$ cat config.mk
export PLATFORM = sky130hd
export DESIGN_NAME = router_rx_port
export DESIGN_NICKNAME = d
export VERILOG_FILES = /design/src/rtl/router_rx_port.sv
export SDC_FILE = /design/constraint.sdc
export NUM_CORES = 1
export LEC_CHECK = 0
export CORE_MARGIN = 2
export CORE_UTILIZATION = 45
export CTS_CLUSTER_DIAMETER = 60
export DETAILED_ROUTE_END_ITERATION = 7
export PLACE_DENSITY = 0.72
export SETUP_SLACK_MARGIN = 0.2
export SYNTH_ARGS = -nofsm -noshare
export SYNTH_HDL_FRONTEND = slang
export SYNTH_SLANG_ARGS = --single-unit
export TNS_END_PERCENT = 50
$ cat constraint.sdc
create_clock -name clock -period 4.4 [get_ports clock]
set_input_delay 0.66 -clock clock [delete_from_list [all_inputs] [get_ports clock]]
set_output_delay 0.66 -clock clock [all_outputs]
set_load 0.01 [all_outputs]
$ cat src/rtl/router_rx_port.sv
// Receive port for one router output channel.
// Reads packets (header, payload, parity) out of the router FIFO and streams
// the payload downstream. It reports each packet's length, parity status and
// address status. A packet whose FIFO stays empty too long is abandoned.
module router_rx_port #(
  parameter logic [1:0] PORT_ID      = 2'd0,
  parameter int         ABORT_CYCLES = 64
) (
  input  logic       clock,
  input  logic       reset,
  input  logic       vld_out,
  input  logic [7:0] data_out,
  output logic       read_enb,
  input  logic       sink_ready,
  output logic [7:0] rx_data,
  output logic       rx_data_vld,
  output logic       rx_last,
  output logic [5:0] pkt_len,
  output logic       pkt_done,
  output logic       parity_err,
  output logic       addr_err,
  output logic       pkt_abort
);

  typedef enum logic [2:0] {
    IDLE   = 3'd0,
    HDR    = 3'd1,
    BODY   = 3'd2,
    DRAIN  = 3'd3,
    REPORT = 3'd4
  } state_t;

  // Stall counter trips when it is about to reach ABORT_CYCLES-1, so the
  // abort pulse lands on the ABORT_CYCLES-th empty cycle.
  localparam int STALL_W = (ABORT_CYCLES > 2) ? $clog2(ABORT_CYCLES) : 1;
  localparam logic [STALL_W-1:0] STALL_TRIP = STALL_W'(ABORT_CYCLES - 2);

  state_t             state;
  logic [6:0]         issue_cnt;   // reads still to issue: payload + parity
  logic [STALL_W-1:0] stall_cnt;
  logic [7:0]         parity_q;
  logic               addr_bad;
  logic               vld_p1;      // a payload byte arrives on data_out this cycle
  logic               last_p1;     // that byte is the final payload byte

  // FIFO read strobe: only IDLE (header) and BODY (payload/parity) issue reads.
  always_comb begin
    read_enb = 1'b0;
    if (!reset) begin
      case (state)
        IDLE:    read_enb = vld_out & sink_ready;
        BODY:    read_enb = vld_out & sink_ready & (issue_cnt != 7'd0);
        default: read_enb = 1'b0;
      endcase
    end
  end

  // Payload bytes go straight from the FIFO read port to the sink the cycle after the read.
  always_comb begin
    rx_data_vld = vld_p1;
    rx_last     = vld_p1 & last_p1;
    rx_data     = vld_p1 ? data_out : 8'h00;
  end

  // Packet FSM with the capture pipeline, parity accumulation and status reporting.
  always_ff @(posedge clock or posedge reset) begin
    if (reset) begin
      state      <= IDLE;
      issue_cnt  <= 7'd0;
      stall_cnt  <= '0;
      parity_q   <= 8'h00;
      addr_bad   <= 1'b0;
      vld_p1     <= 1'b0;
      last_p1    <= 1'b0;
      pkt_len    <= 6'd0;
      pkt_done   <= 1'b0;
      parity_err <= 1'b0;
      addr_err   <= 1'b0;
      pkt_abort  <= 1'b0;
    end else begin
      pkt_done  <= 1'b0;
      pkt_abort <= 1'b0;
      vld_p1    <= 1'b0;
      last_p1   <= 1'b0;

      // capture stage: fold the arriving payload byte into the running parity
      if (vld_p1) begin
        parity_q <= parity_q ^ data_out;
      end

      case (state)
        IDLE: begin
          if (read_enb) begin
            state <= HDR;
          end
        end

        HDR: begin
          pkt_len   <= data_out[7:2];
          parity_q  <= data_out;
          issue_cnt <= {1'b0, data_out[7:2]} + 7'd1;
          addr_bad  <= (data_out[1:0] != PORT_ID);
          stall_cnt <= '0;
          state     <= BODY;
        end

        BODY: begin
          if (read_enb) begin
            issue_cnt <= issue_cnt - 7'd1;
            if (issue_cnt == 7'd1) begin
              state <= DRAIN;
            end else begin
              vld_p1  <= 1'b1;
              last_p1 <= (issue_cnt == 7'd2);
            end
          end
          if (vld_out) begin
            stall_cnt <= '0;
          end else if (stall_cnt == STALL_TRIP) begin
            pkt_abort <= 1'b1;
            stall_cnt <= '0;
            issue_cnt <= 7'd0;
            parity_q  <= 8'h00;
            state     <= IDLE;
          end else begin
            stall_cnt <= stall_cnt + 1'b1;
          end
        end

        DRAIN: begin
          parity_err <= (data_out != parity_q);
          addr_err   <= addr_bad;
          pkt_done   <= 1'b1;
          state      <= REPORT;
        end

        REPORT: begin
          state <= IDLE;
        end

        default: begin
          state <= IDLE;
        end
      endcase
    end
  end

endmodule

---- After elaboration in Yosys (flattened, before gate mapping) ----
Cells that the tools add are included.
operators by class
  add/subtract/negate cells ............... 3
  multiplexer cells ....................... 30
  equality and inequality tests ........... 8
  reduce and logical (&&, ||, !) cells .... 4
  bitwise gates (word level) .............. 4
operators with widths
  operator                                                                number
  8-bit two-way mux                                                       4
  7-bit two-way mux                                                       3
  8-bit case mux with 2 select lines                                      1
  3-bit two-way mux                                                       5
  7-bit case mux with 2 select lines                                      1
  6-bit two-way mux                                                       2
  3-bit case mux with 4 select lines                                      1
  6-bit case mux with 2 select lines                                      1
  1-bit two-way mux                                                       11
  8-bit inequality test                                                   1
  8-bit bitwise XOR                                                       1
  6-bit by 1-bit adder with 7-bit output (second input constant)          1
  7-bit by 1-bit equality test with 1-bit output (second input constant)  1
  7-bit by 2-bit equality test with 1-bit output (second input constant)  1
  7-bit nonzero test                                                      1
  7-bit by 1-bit subtractor with 7-bit output (second input constant)     1
  6-bit by 1-bit adder with 6-bit output (second input constant)          1
  3-bit by 2-bit equality test with 1-bit output (second input constant)  2
  6-bit equality test (second input constant)                             1
  2-bit nonzero test                                                      2
  1-bit bitwise AND                                                       3
  3-bit by 1-bit equality test with 1-bit output (second input constant)  1
  3-bit logical NOT                                                       1
  2-bit inequality test (second input constant)                           1
  1-bit case mux with 2 select lines                                      1
word-level totals
  register bits after elaboration ......... 37
  bits of input ports ..................... 12
  logic and storage cells ................. 61

---- Depth between registers and ports, before layout ----
Gate-level depths: netlist of the first run.
  word-level depth ........................ 8
  gate-level depth with buffers ........... 7
  mapped depth without buffers ............ 7

---- Least setup slack after synthesis of the first run ----
OpenSTA, ideal clock, no wires.
  kind .................................... reg-to-output
  start ................................... register issue_cnt[2]
  end ..................................... output read_enb
  slack ................................... 2.477 ns
  path buffers ............................ 0
  arrival ................................. 1.263 ns
  cell stages (with the launch flop) ...... 4
  path through ............................ dfrtp_1 > or4_4 > o211ai_2 > inv_2
between the ends
  word-level cells in the longest chain between the ends .. 4
ends and longest elaborated chain
  what                                line  source
  start, declared                     39    logic [6:0] issue_cnt;
  start signal, assigned              101   issue_cnt <= {1'b0, data_out[7:2]} + 7'd1;
  start signal, assigned              109   issue_cnt <= issue_cnt - 7'd1;
  7-bit nonzero test                  52    BODY: read_enb = vld_out & sink_ready & (issue_cnt != 7'd0);
  1-bit bitwise AND                   52
  1-bit case mux with 2 select lines  50    case (state)
  1-bit two-way mux                   49    if (!reset) begin
  end, declared                       13    output logic read_enb,
No other way between the ends.

---- Final worst setup path of the first run ----
  start ................................... input vld_out
  end ..................................... output read_enb
between the ends
  word-level cells in the longest chain between the ends .. 4
ends and longest elaborated chain
  what                                    line    source
  start, declared                         11      input logic vld_out,
  1-bit bitwise AND (*)                   51, 52
  1-bit bitwise AND                       52
  1-bit case mux with 2 select lines (*)  50
  1-bit two-way mux (*)                   49
Every way passes the cells marked *; elsewhere a longest branch is shown, timed or not.

==> flow_metrics.env, run 1 <==
export IMPL_status="complete, no violations"
export IMPL_h_tree_depth=2
export IMPL_post_place_cells=311
export IMPL_grt_use_met2_pct=29.4
export IMPL_arrival_ns=2.30
export IMPL_stdcell_count=319
export IMPL_vdd_drop_max_v=0.000265
export IMPL_dieHeight_um=72.6
export IMPL_port_buffers=32
export IMPL_cp_common_cell="clkdlybuf4s50_1"
export IMPL_grt_util_met1_pct=27.6
export IMPL_p_leak_nw=1.17
export IMPL_track_usage_pct=19.7
export IMPL_antenna_left=0
export IMPL_clock_path_buffers=2
export IMPL_async_reset_ff_share_pct=100
export IMPL_synth_top_area_share_pct=43.7
export IMPL_dieArea_sq_um=5270
export IMPL_max_clock_freq_mhz=338
export IMPL_cts_tree="done"
export IMPL_synth_area_leaders="dfrtp_1 44%, nand2_1 7.6%, o21ai_0 5.2%, xor2_1 4.5%, ha_1 4.1%"
export IMPL_setup_ws_ns=1.44
export IMPL_num_antenna_cells=0
export IMPL_drt_iter0_markers=89
export IMPL_hold_viol_final=0
export IMPL_cts_hold_buf=0
export IMPL_post_route_period_util_pct=67.3
export IMPL_wl_per_cell_um=14.6
export IMPL_p_sw_uw=530
export IMPL_core_region_area_sq_um=4440
export IMPL_fin_util_pct=58.1
export IMPL_seq_area_frac_synth_pct=43.7
export IMPL_tns_ns=0
export IMPL_cts_sinks=37
export IMPL_ys_flop_type="dfrtp_1"
export IMPL_worst_slew_pin_slew_ns=0.859
export IMPL_wl_mm=4.65
export IMPL_pin_count=33
export IMPL_critPathTopFamily="buffers and inverters"
export IMPL_fin_worst_skew_ns=0.00704
export IMPL_cap_viol_max_count=0
export IMPL_critPathSlowestCell="clkdlybuf4s50_1"
export IMPL_synthToLayoutAreaGrowth_pct=21.8
export IMPL_numCtsBuffers=5
export IMPL_grt_max_degree=24
export IMPL_p_seq_share_pct=39.8
export IMPL_grt_overflow=0
export IMPL_syn_nets=256
export IMPL_clkPwrFrac_pct=21.9
export IMPL_dr_total_vias=1774
export IMPL_swShare_pct=37.9
export IMPL_cts_clk_slew_worst_paths_ns=0.08
export IMPL_layout_drive_gt1_share_pct=6.37
export IMPL_clk_latency_ns=0.30
export IMPL_period_minus_slack_ns=2.96
export IMPL_initial_core_util_pct=47.7
export IMPL_critical_path_class="input port to output port"
export IMPL_cp_slowest_stage_delay_ns=0.55
export IMPL_critPathMaxFanout=7
export IMPL_gp_congestion=0.832
export IMPL_syn_area_sq_um=2120
export IMPL_grt_setup_unrepaired="false"
export IMPL_use_met3_pct=4.97
export IMPL_synth_seq_cells=37
export IMPL_power_frac_comb_pct=38.2
export IMPL_drc=0
export IMPL_vias_per_cell=5.56
export IMPL_dr_pass1_iters=4
export IMPL_end_kind="output port"
export IMPL_dp_final_hpwl_mm=3.42
export IMPL_startpoint_type="input port"
export IMPL_intPower_uw=870
export IMPL_yosysWarnings=0
export IMPL_die_x_um=72.6
export IMPL_worstPathRequired_ns=3.74
export IMPL_antenna_found_initial=0
export IMPL_synth_edf_count=0
export IMPL_num_rows=24
export IMPL_grt_pass1_vias=1678
export IMPL_place_ws_ns=1.44
export IMPL_post_cts_resized=0
export IMPL_nNetsFinal=285
export IMPL_setup_violations=0
export IMPL_hp_class="flop to flop"
export IMPL_yosysUniqueCellTypes=49
export IMPL_drv_slew=0
export IMPL_worstPathCellList="clkdlybuf4s50_1, and3b_1, o211ai_2, inv_2, clkdlybuf4s50_1"
export IMPL_clock_root_buffer="clkbuf_8"
export IMPL_crit_buf_inv=3
export IMPL_avgSynthCellArea_sq_um=8.94
export IMPL_post_cts_setup_buffers=0
export IMPL_holdWs_ns=0.470
export IMPL_synth_top_cell_by_area="dfrtp_1"
export IMPL_pwr_density_cell_nw_per_um2=542
export IMPL_slew_headroom_pct=42.7
export IMPL_grt_pass1_wl_mm=7.99
export IMPL_top_usage_layer="met2"
export IMPL_syn_inst=237
export IMPL_num_fill_cells=408
## Yosys cell counts, types with 2 or more instances
master     number
nand2_1        43
dfrtp_1        37
o21ai_0        22
inv_1          14
nor2_1         14
xor2_1         11
o211ai_1        8
ha_1            7
clkbuf_1        6
a21oi_1         5
buf_2           5
and2_1          4
nand3_1         4
nand4_1         4
xnor2_1         4
and3_1          3
and3b_1         3
nand2b_1        3
nor4_1          3
o2bb2ai_1       3
a31oi_1         2
nor3b_1         2
o31a_1          2
or3_1           2
or3b_2          2
## kinds of logic after synthesis
family          count (synthesis)  synth area share (%)
simple gates                   97                  23.5
compound gates                 54                  17.0
flops                          37                  43.7
buf+inv                        26                  4.90
xor+xnor                       15                  6.20
fa+ha+maj                       7                  4.13
mux                             1                 0.532
## cell usage in the layout, fill, tap and decap left out, types with 2 or more instances in the layout
| cell | instances |
|---|---|
| nand2b_1 | 3 |
| nand4_1 | 4 |
| nor3b_1 | 2 |
| a31oi_1 | 2 |
| nor4_1 | 3 |
| clkbuf_8 | 6 |
| o21ai_0 | 22 |
| nand2_1 | 43 |
| a21oi_1 | 5 |
| o31a_1 | 2 |
| nand3_1 | 4 |
| or3_1 | 2 |
| ha_1 | 7 |
| o211ai_1 | 8 |
| dfrtp_1 | 37 |
| xor2_1 | 11 |
| o2bb2ai_1 | 3 |
| and3b_1 | 3 |
| clkdlybuf4s50_1 | 32 |
| inv_1 | 14 |
| nor2_1 | 14 |
| and3_1 | 3 |
| xnor2_1 | 4 |
| and2_1 | 4 |
| or3b_2 | 2 |
## layout make-up
type	instances	area (sq um)	share of cell area (%)
repair buffers	33	328	12.7
multi-input cells	174	1090	42.2
clock inverters	1	30.0	1.16
flip-flops and latches	37	926	35.9
inverters	15	56.3	2.18
clock buffers	7	86.3	3.35
well taps	52	65.1	2.52
## sequential cells by signal (all words and copies together), names as in the netlist
signal	cells
addr_bad	1
addr_err	1
issue_cnt	7
last_p1	1
parity_err	1
parity_q	8
pkt_abort	1
pkt_done	1
pkt_len	6
rx_data_vld	1
stall_cnt	6
state	3
## power groups by stage
stage	sequential, mW	combinational, mW	clock (mW)
2_1_floorplan	0.540	0.387	0
3_3_place_gp	0.560	0.522	0
3_5_place_dp	0.563	0.533	0
4_1_cts	0.557	0.536	0.313
5_1_grt	0.575	0.610	0.327
6_report	0.558	0.535	0.307
## metrics by stage
| step | cell area [sq um] | power (mW) |
|---|---|---|
| 6_report | 2580 | 1.40 |
| 5_1_grt | 2580 | 1.51 |
| 4_1_cts | 2580 | 1.41 |
| 3_5_place_dp | 2460 | 1.10 |
| 3_3_place_gp | 2460 | 1.08 |
| 2_1_floorplan | 2120 | 0.927 |
## final timing paths
path | startpoint | to | slack [ns] | depth (start not counted)
worst min-delay path | addr_bad | addr_bad | 0.47 | 2
max in group asynchronous | reset | pkt_abort | 2.82 | 3
worst max register to register | state[2] | parity_q[5] | 2.28 | 4
min in group asynchronous | reset | pkt_len[1] | 0.86 | 2
worst min register to register | addr_bad | addr_bad | 0.47 | 2
worst max-delay path | vld_out | read_enb | 1.44 | 5
## metal layers
metal | part of all wire (%) | routed length, um | vias up
met1 | 48 | 2230 | 833
li1 | - | - | 887
met2 | 46 | 2120 | 43
met3 | 3.6 | 165 | 11
met4 | 2.8 | 131 | 0
met5 | 0 | 0 | -
## tightest hold or removal path, stage by stage (launching register included)
cell,delay [ns]
dfrtp_1,0.34
nand2_1,0.05
nand2_1,0.05
Power figures use the tool's default switching activity.
==> run 2, diff against run 1 <==
- PLACE_DENSITY: 0.72 -> 0.74
- clock period: 4.4 -> 2.7 ns (I/O delays scaled with it)
==> run 2 against run 1 <==
Effect of this change: hold slack better by 0.013 ns; count of clock-buffer cells in the layout is 1 lower; clock skew is 0.0050 ns higher; final cell count is 0.31% higher; die area stayed put; setup slack worse by 1.1 ns; non-clock buffer count is 2 higher; register-to-register slack worse by 1.7 ns; critical path type is now flop to output port; total power is 57% higher.
==> flow_metrics.env, run 2 (synthesis gave the netlist of run 1 again) <==
export IMPL_status="complete, no violations"
export IMPL_post_route_period_util_pct=86.1
export IMPL_core_region_area_sq_um=4440
export IMPL_period_minus_slack_ns=2.33
export IMPL_clk_latency_ns=0.29
export IMPL_antenna_left=0
export IMPL_dp_final_hpwl_mm=3.43
export IMPL_setup_violations=0
export IMPL_largest_reg_flops=8
export IMPL_fin_worst_skew_ns=0.0121
export IMPL_port_buffers=32
export IMPL_grt_setup_unrepaired="false"
export IMPL_drv_slew=0
export IMPL_clock_root_buffer="clkbuf_8"
export IMPL_cts_clk_slew_worst_paths_ns=0.07
export IMPL_post_dp_cell_area_sq_um=2480
export IMPL_pin_count=33
export IMPL_worst_slew_pin_slew_ns=0.833
export IMPL_vdd_drop_max_v=0.000470
export IMPL_dr_total_vias=1858
export IMPL_regMostFlops="parity_q"
export IMPL_p_leak_nw=1.17
export IMPL_top_regs="parity_q x8, issue_cnt x7"
export IMPL_synthToLayoutAreaGrowth_pct=21.2
export IMPL_num_fill_cells=420
export IMPL_die_x_um=72.6
export IMPL_wl_per_cell_um=14.7
export IMPL_critPathMaxFanout=7
export IMPL_hold_viol_final=0
export IMPL_final_common_cell="nand2_1"
export IMPL_grt_max_degree=38
export IMPL_grt_overflow=0
export IMPL_worstPathRequired_ns=2.30
export IMPL_fin_util_pct=57.8
export IMPL_numCtsBuffers=5
export IMPL_antenna_found_initial=0
export IMPL_drt_iter0_markers=103
export IMPL_p_seq_share_pct=41.6
export IMPL_grt_pass1_wl_mm=8.08
export IMPL_dr_pass1_iters=4
export IMPL_stdcell_area_sq_um=2570
export IMPL_clock_path_buffers=2
export IMPL_startpoint_type="flop"
export IMPL_vias_per_cell=5.81
export IMPL_h_tree_depth=2
export IMPL_dieHeight_um=72.6
export IMPL_clkPwrFrac_pct=18.0
export IMPL_tns_ns=0
export IMPL_max_clock_freq_mhz=430
export IMPL_p_total_mw=2.20
export IMPL_slew_headroom_pct=44.0
export IMPL_end_kind="output port"
export IMPL_intPower_mw=1.33
export IMPL_pwr_density_cell_nw_per_um2=856
export IMPL_initial_core_util_pct=47.7
export IMPL_num_rows=24
export IMPL_gp_congestion=0.875
export IMPL_critical_path_class="flop to output port"
export IMPL_nNetsFinal=287
export IMPL_layout_drive_gt1_share_pct=7.09
export IMPL_final_cell_mix="43 x nand2_1, 37 x dfrtp_1, 31 x clkdlybuf4s50_1"
export IMPL_track_usage_pct=19.6
export IMPL_p_sw_uw=869
export IMPL_cts_sinks=37
export IMPL_num_antenna_cells=0
export IMPL_cts_tree="done"
export IMPL_power_frac_comb_pct=40.4
export IMPL_swShare_pct=39.5
export IMPL_wl_mm=4.72
export IMPL_cap_viol_max_count=0
export IMPL_hp_class="flop to flop"
export IMPL_post_cts_setup_buffers=0
export IMPL_dieArea_sq_um=5270
export IMPL_arrival_ns=1.92
export IMPL_drc=0
export IMPL_grt_pass1_vias=1709
run 2: timing repair:
| item | in CTS | in global routing |
|---|---|---|
| hold buffers | 0 | 0 |
| endpoints found under the setup margin | 1 | 0 |
| resized for setup | 1 | 0 |
run 2: per-stage QoR:
stage | hold WS [ns] | setup WS, ns | cells
after floorplan | 0.433 | 0.928 | 237
after global placement | 0.447 | 0.271 | 313
after detailed placement | 0.462 | 0.240 | 313
after CTS | 0.485 | 0.373 | 320
after global routing | 0.508 | 0.296 | 320
final | 0.483 | 0.375 | 320
run 2: cell type report:
type	count	area, sq um	area share, %
Multi-Input combinational cell	174	1090	42.4
Timing Repair Buffer	35	342	13.3
Tap cell	52	65.1	2.53
Clock inverter	1	7.51	0.292
Inverter	15	56.3	2.19
Sequential cell	37	926	36.1
Clock buffer	6	82.6	3.22
run 2: power by group through the flow:
stage               Clock (mW)  Combinational [mW]  Sequential [mW]
detailed placement           0               0.888            0.921
CTS                      0.401               0.894            0.912
floorplan                    0               0.631            0.880
finish                   0.396               0.889            0.913
global route             0.422                1.01            0.947
global placement             0               0.867            0.912
run 2: worst paths after layout:
path                                   start           end  slack (ns)  depth (start not counted)
worst max-delay path            issue_cnt[2]      read_enb        0.37                          4
min in group asynchronous              reset   parity_q[3]        0.53                          3
worst min register to register    pkt_len[2]    pkt_len[2]        0.48                          2
worst max register to register  stall_cnt[0]  issue_cnt[1]        0.61                          6
worst min-delay path              pkt_len[2]    pkt_len[2]        0.48                          2
max in group asynchronous              reset      state[0]        1.83                          3
run 2: critical path, cell delays in order (launching register included):
cell and delay (ns):
dfrtp_1 0.43, or4_4 0.58, o211ai_2 0.23, inv_2 0.10, dlygate4sd2_1 0.29
run 2: layer usage:
layer / track usage (%) / vias to the layer above / wire length [um]
li1: - / 894 / -
met1: 27.7 / 905 / 2170
met2: 30.6 / 50 / 2250
met3: 4.42 / 9 / 227
met4: 5.14 / 0 / 70
met5: 0 / - / 0
==> run 3, diff against run 2 <==
- PLACE_DENSITY: 0.74 -> 0.72
- clock period: 2.7 -> 2.8 ns (I/O delays scaled with it)
==> run 3 against run 2 <==
Effect of this change: clock power up 3%; combinational power fell by 2%; non-clock buffer count unchanged; largest cell class unchanged; largest power group unchanged.
==> flow_metrics.env, run 3 (synthesis gave the netlist of run 1 again) <==
export IMPL_cap_viol_max_count=0
export IMPL_worstPathCellList="or4_4, o211ai_4, inv_2, dlymetal6s2s_1"
export IMPL_final_common_cell="nand2_1"
export IMPL_cp_slowest_stage_delay_ns=0.58
export IMPL_hold_viol_final=0
export IMPL_post_route_period_util_pct=80.2
export IMPL_grt_pass1_wl_mm=8.07
export IMPL_reg2reg_to="parity_q[5]"
export IMPL_critical_path_class="flop to output port"
export IMPL_clock_root_buffer="clkbuf_8"
export IMPL_tns_ns=0
export IMPL_h_tree_depth=2
export IMPL_cts_clk_slew_worst_paths_ns=0.07
export IMPL_p_total_mw=2.16
export IMPL_clk_latency_ns=0.29
export IMPL_setup_violations=0
export IMPL_r2r_start="state[1]"
export IMPL_hp_class="flop to flop"
export IMPL_top_regs="parity_q x8, issue_cnt x7"
export IMPL_setup_worst_path_end="read_enb"
export IMPL_max_clock_freq_mhz=446
export IMPL_end_kind="output port"
export IMPL_crit_buf_inv=2
export IMPL_rr_worst_depth=4
export IMPL_gp_congestion=0.818
export IMPL_critPathSlowestCell="or4_4"
export IMPL_critPathMaxFanout=7
export IMPL_clock_path_buffers=2
export IMPL_slew_headroom_pct=61.3
export IMPL_top_usage_layer="met2"
export IMPL_post_cts_setup_buffers=0
export IMPL_layout_drive_gt1_share_pct=8.18
export IMPL_drc=0
export IMPL_nNetsFinal=287
export IMPL_period_minus_slack_ns=2.24
export IMPL_hold_start="addr_bad"
export IMPL_crit_start="issue_cnt[2]"
export IMPL_num_antenna_cells=0
export IMPL_num_rows=24
export IMPL_track_usage_pct=19.7
export IMPL_wl_per_cell_um=15.0
export IMPL_cts_sinks=37
export IMPL_regMostFlops="parity_q"
export IMPL_arrival_ns=1.82
export IMPL_wl_mm=4.81
export IMPL_port_buffers=32
export IMPL_grt_max_degree=38
export IMPL_drt_iter0_markers=98
export IMPL_grt_use_met2_pct=30.4
export IMPL_critPathTopFamily="simple AND/OR/NAND/NOR gates"
export IMPL_p_leak_nw=1.19
export IMPL_pwr_density_cell_nw_per_um2=835
export IMPL_numCtsBuffers=5
export IMPL_dr_total_vias=1819
export IMPL_worst_slew_pin_slew_ns=0.578
export IMPL_cts_tree="done"
export IMPL_dp_final_hpwl_mm=3.36
export IMPL_synthToLayoutAreaGrowth_pct=22.4
export IMPL_grt_setup_unrepaired="false"
export IMPL_fin_worst_skew_ns=0.00280
export IMPL_dieHeight_um=72.6
export IMPL_dr_pass1_iters=4
export IMPL_grt_overflow=0
export IMPL_pin_count=33
export IMPL_startpoint_type="flop"
export IMPL_grt_util_met1_pct=27.7
export IMPL_antenna_found_initial=0
export IMPL_vias_per_cell=5.67
export IMPL_die_x_um=72.6
export IMPL_crit_cells=4
export IMPL_status="complete, no violations"
export IMPL_core_region_area_sq_um=4440
export IMPL_vdd_drop_max_v=0.000424
export IMPL_drv_slew=0
export IMPL_use_met3_pct=4.56
export IMPL_largest_reg_flops=8
export IMPL_initial_core_util_pct=47.7
export IMPL_dieArea_sq_um=5270
export IMPL_final_cell_mix="43 x nand2_1, 35 x dfrtp_1, 31 x clkdlybuf4s50_1"
export IMPL_antenna_left=0
export IMPL_worstPathRequired_ns=2.38
export IMPL_rrSetupSlack_ns=0.68
export IMPL_grt_pass1_vias=1702
==> run 3: through the flow <==
stage	area (sq um)	cells	util [%]	setup slack [ns]	hold slack [ns]
finish	2590	321	58.4	0.556	0.479
floorplan	2120	237	-	1.03	0.433
global route	2590	321	58.4	0.458	0.497
detailed placement	2480	313	55.8	0.301	0.461
CTS	2580	321	58.1	0.250	0.476
global placement	2480	313	55.8	0.338	0.450
==> run 3: worst min-delay path by stage <==
stage | end | depth (start not counted)
after floorplan | addr_bad | 2
after global placement | addr_bad | 2
after detailed placement | addr_bad | 2
after CTS | addr_bad | 2
after global routing | pkt_len[1] | 2
final | addr_bad | 2
==> run 3: final cells by class <==
class	count	area, sq um
fill	401	1850
multi-input combinational	174	1100
sequential	37	928
timing repair buffer	35	345
clock buffer	7	96.3
tap	52	65.1
inverter	15	56.3
clock inverter	1	5.00
==> run 3: timing repair <==
item                       in CTS  in global routing
gates resized for setup         0                  4
setup endpoints to repair       0                  1
hold endpoints to repair        0                  0
hold buffers                    0                  0
==> run 3: tightest hold or removal path, stage by stage (launching register included) <==
cell	delay, ns
dfrtp_1	0.35
nand2_1	0.05
nand2_1	0.05
==> run 3: power by group <==
part	internal, mW	total, mW	switching (mW)
Sequential	0.706	0.884	0.179
Combinational	0.385	0.871	0.486
Clock	0.222	0.409	0.187
Total	1.31	2.16	0.851
==> run 3: routing by layer <==
metal	share of wire, %	up-vias
li1	-	893
met1	48	867
met2	46	53
met3	3.9	6
met4	1.7	0
met5	0	-
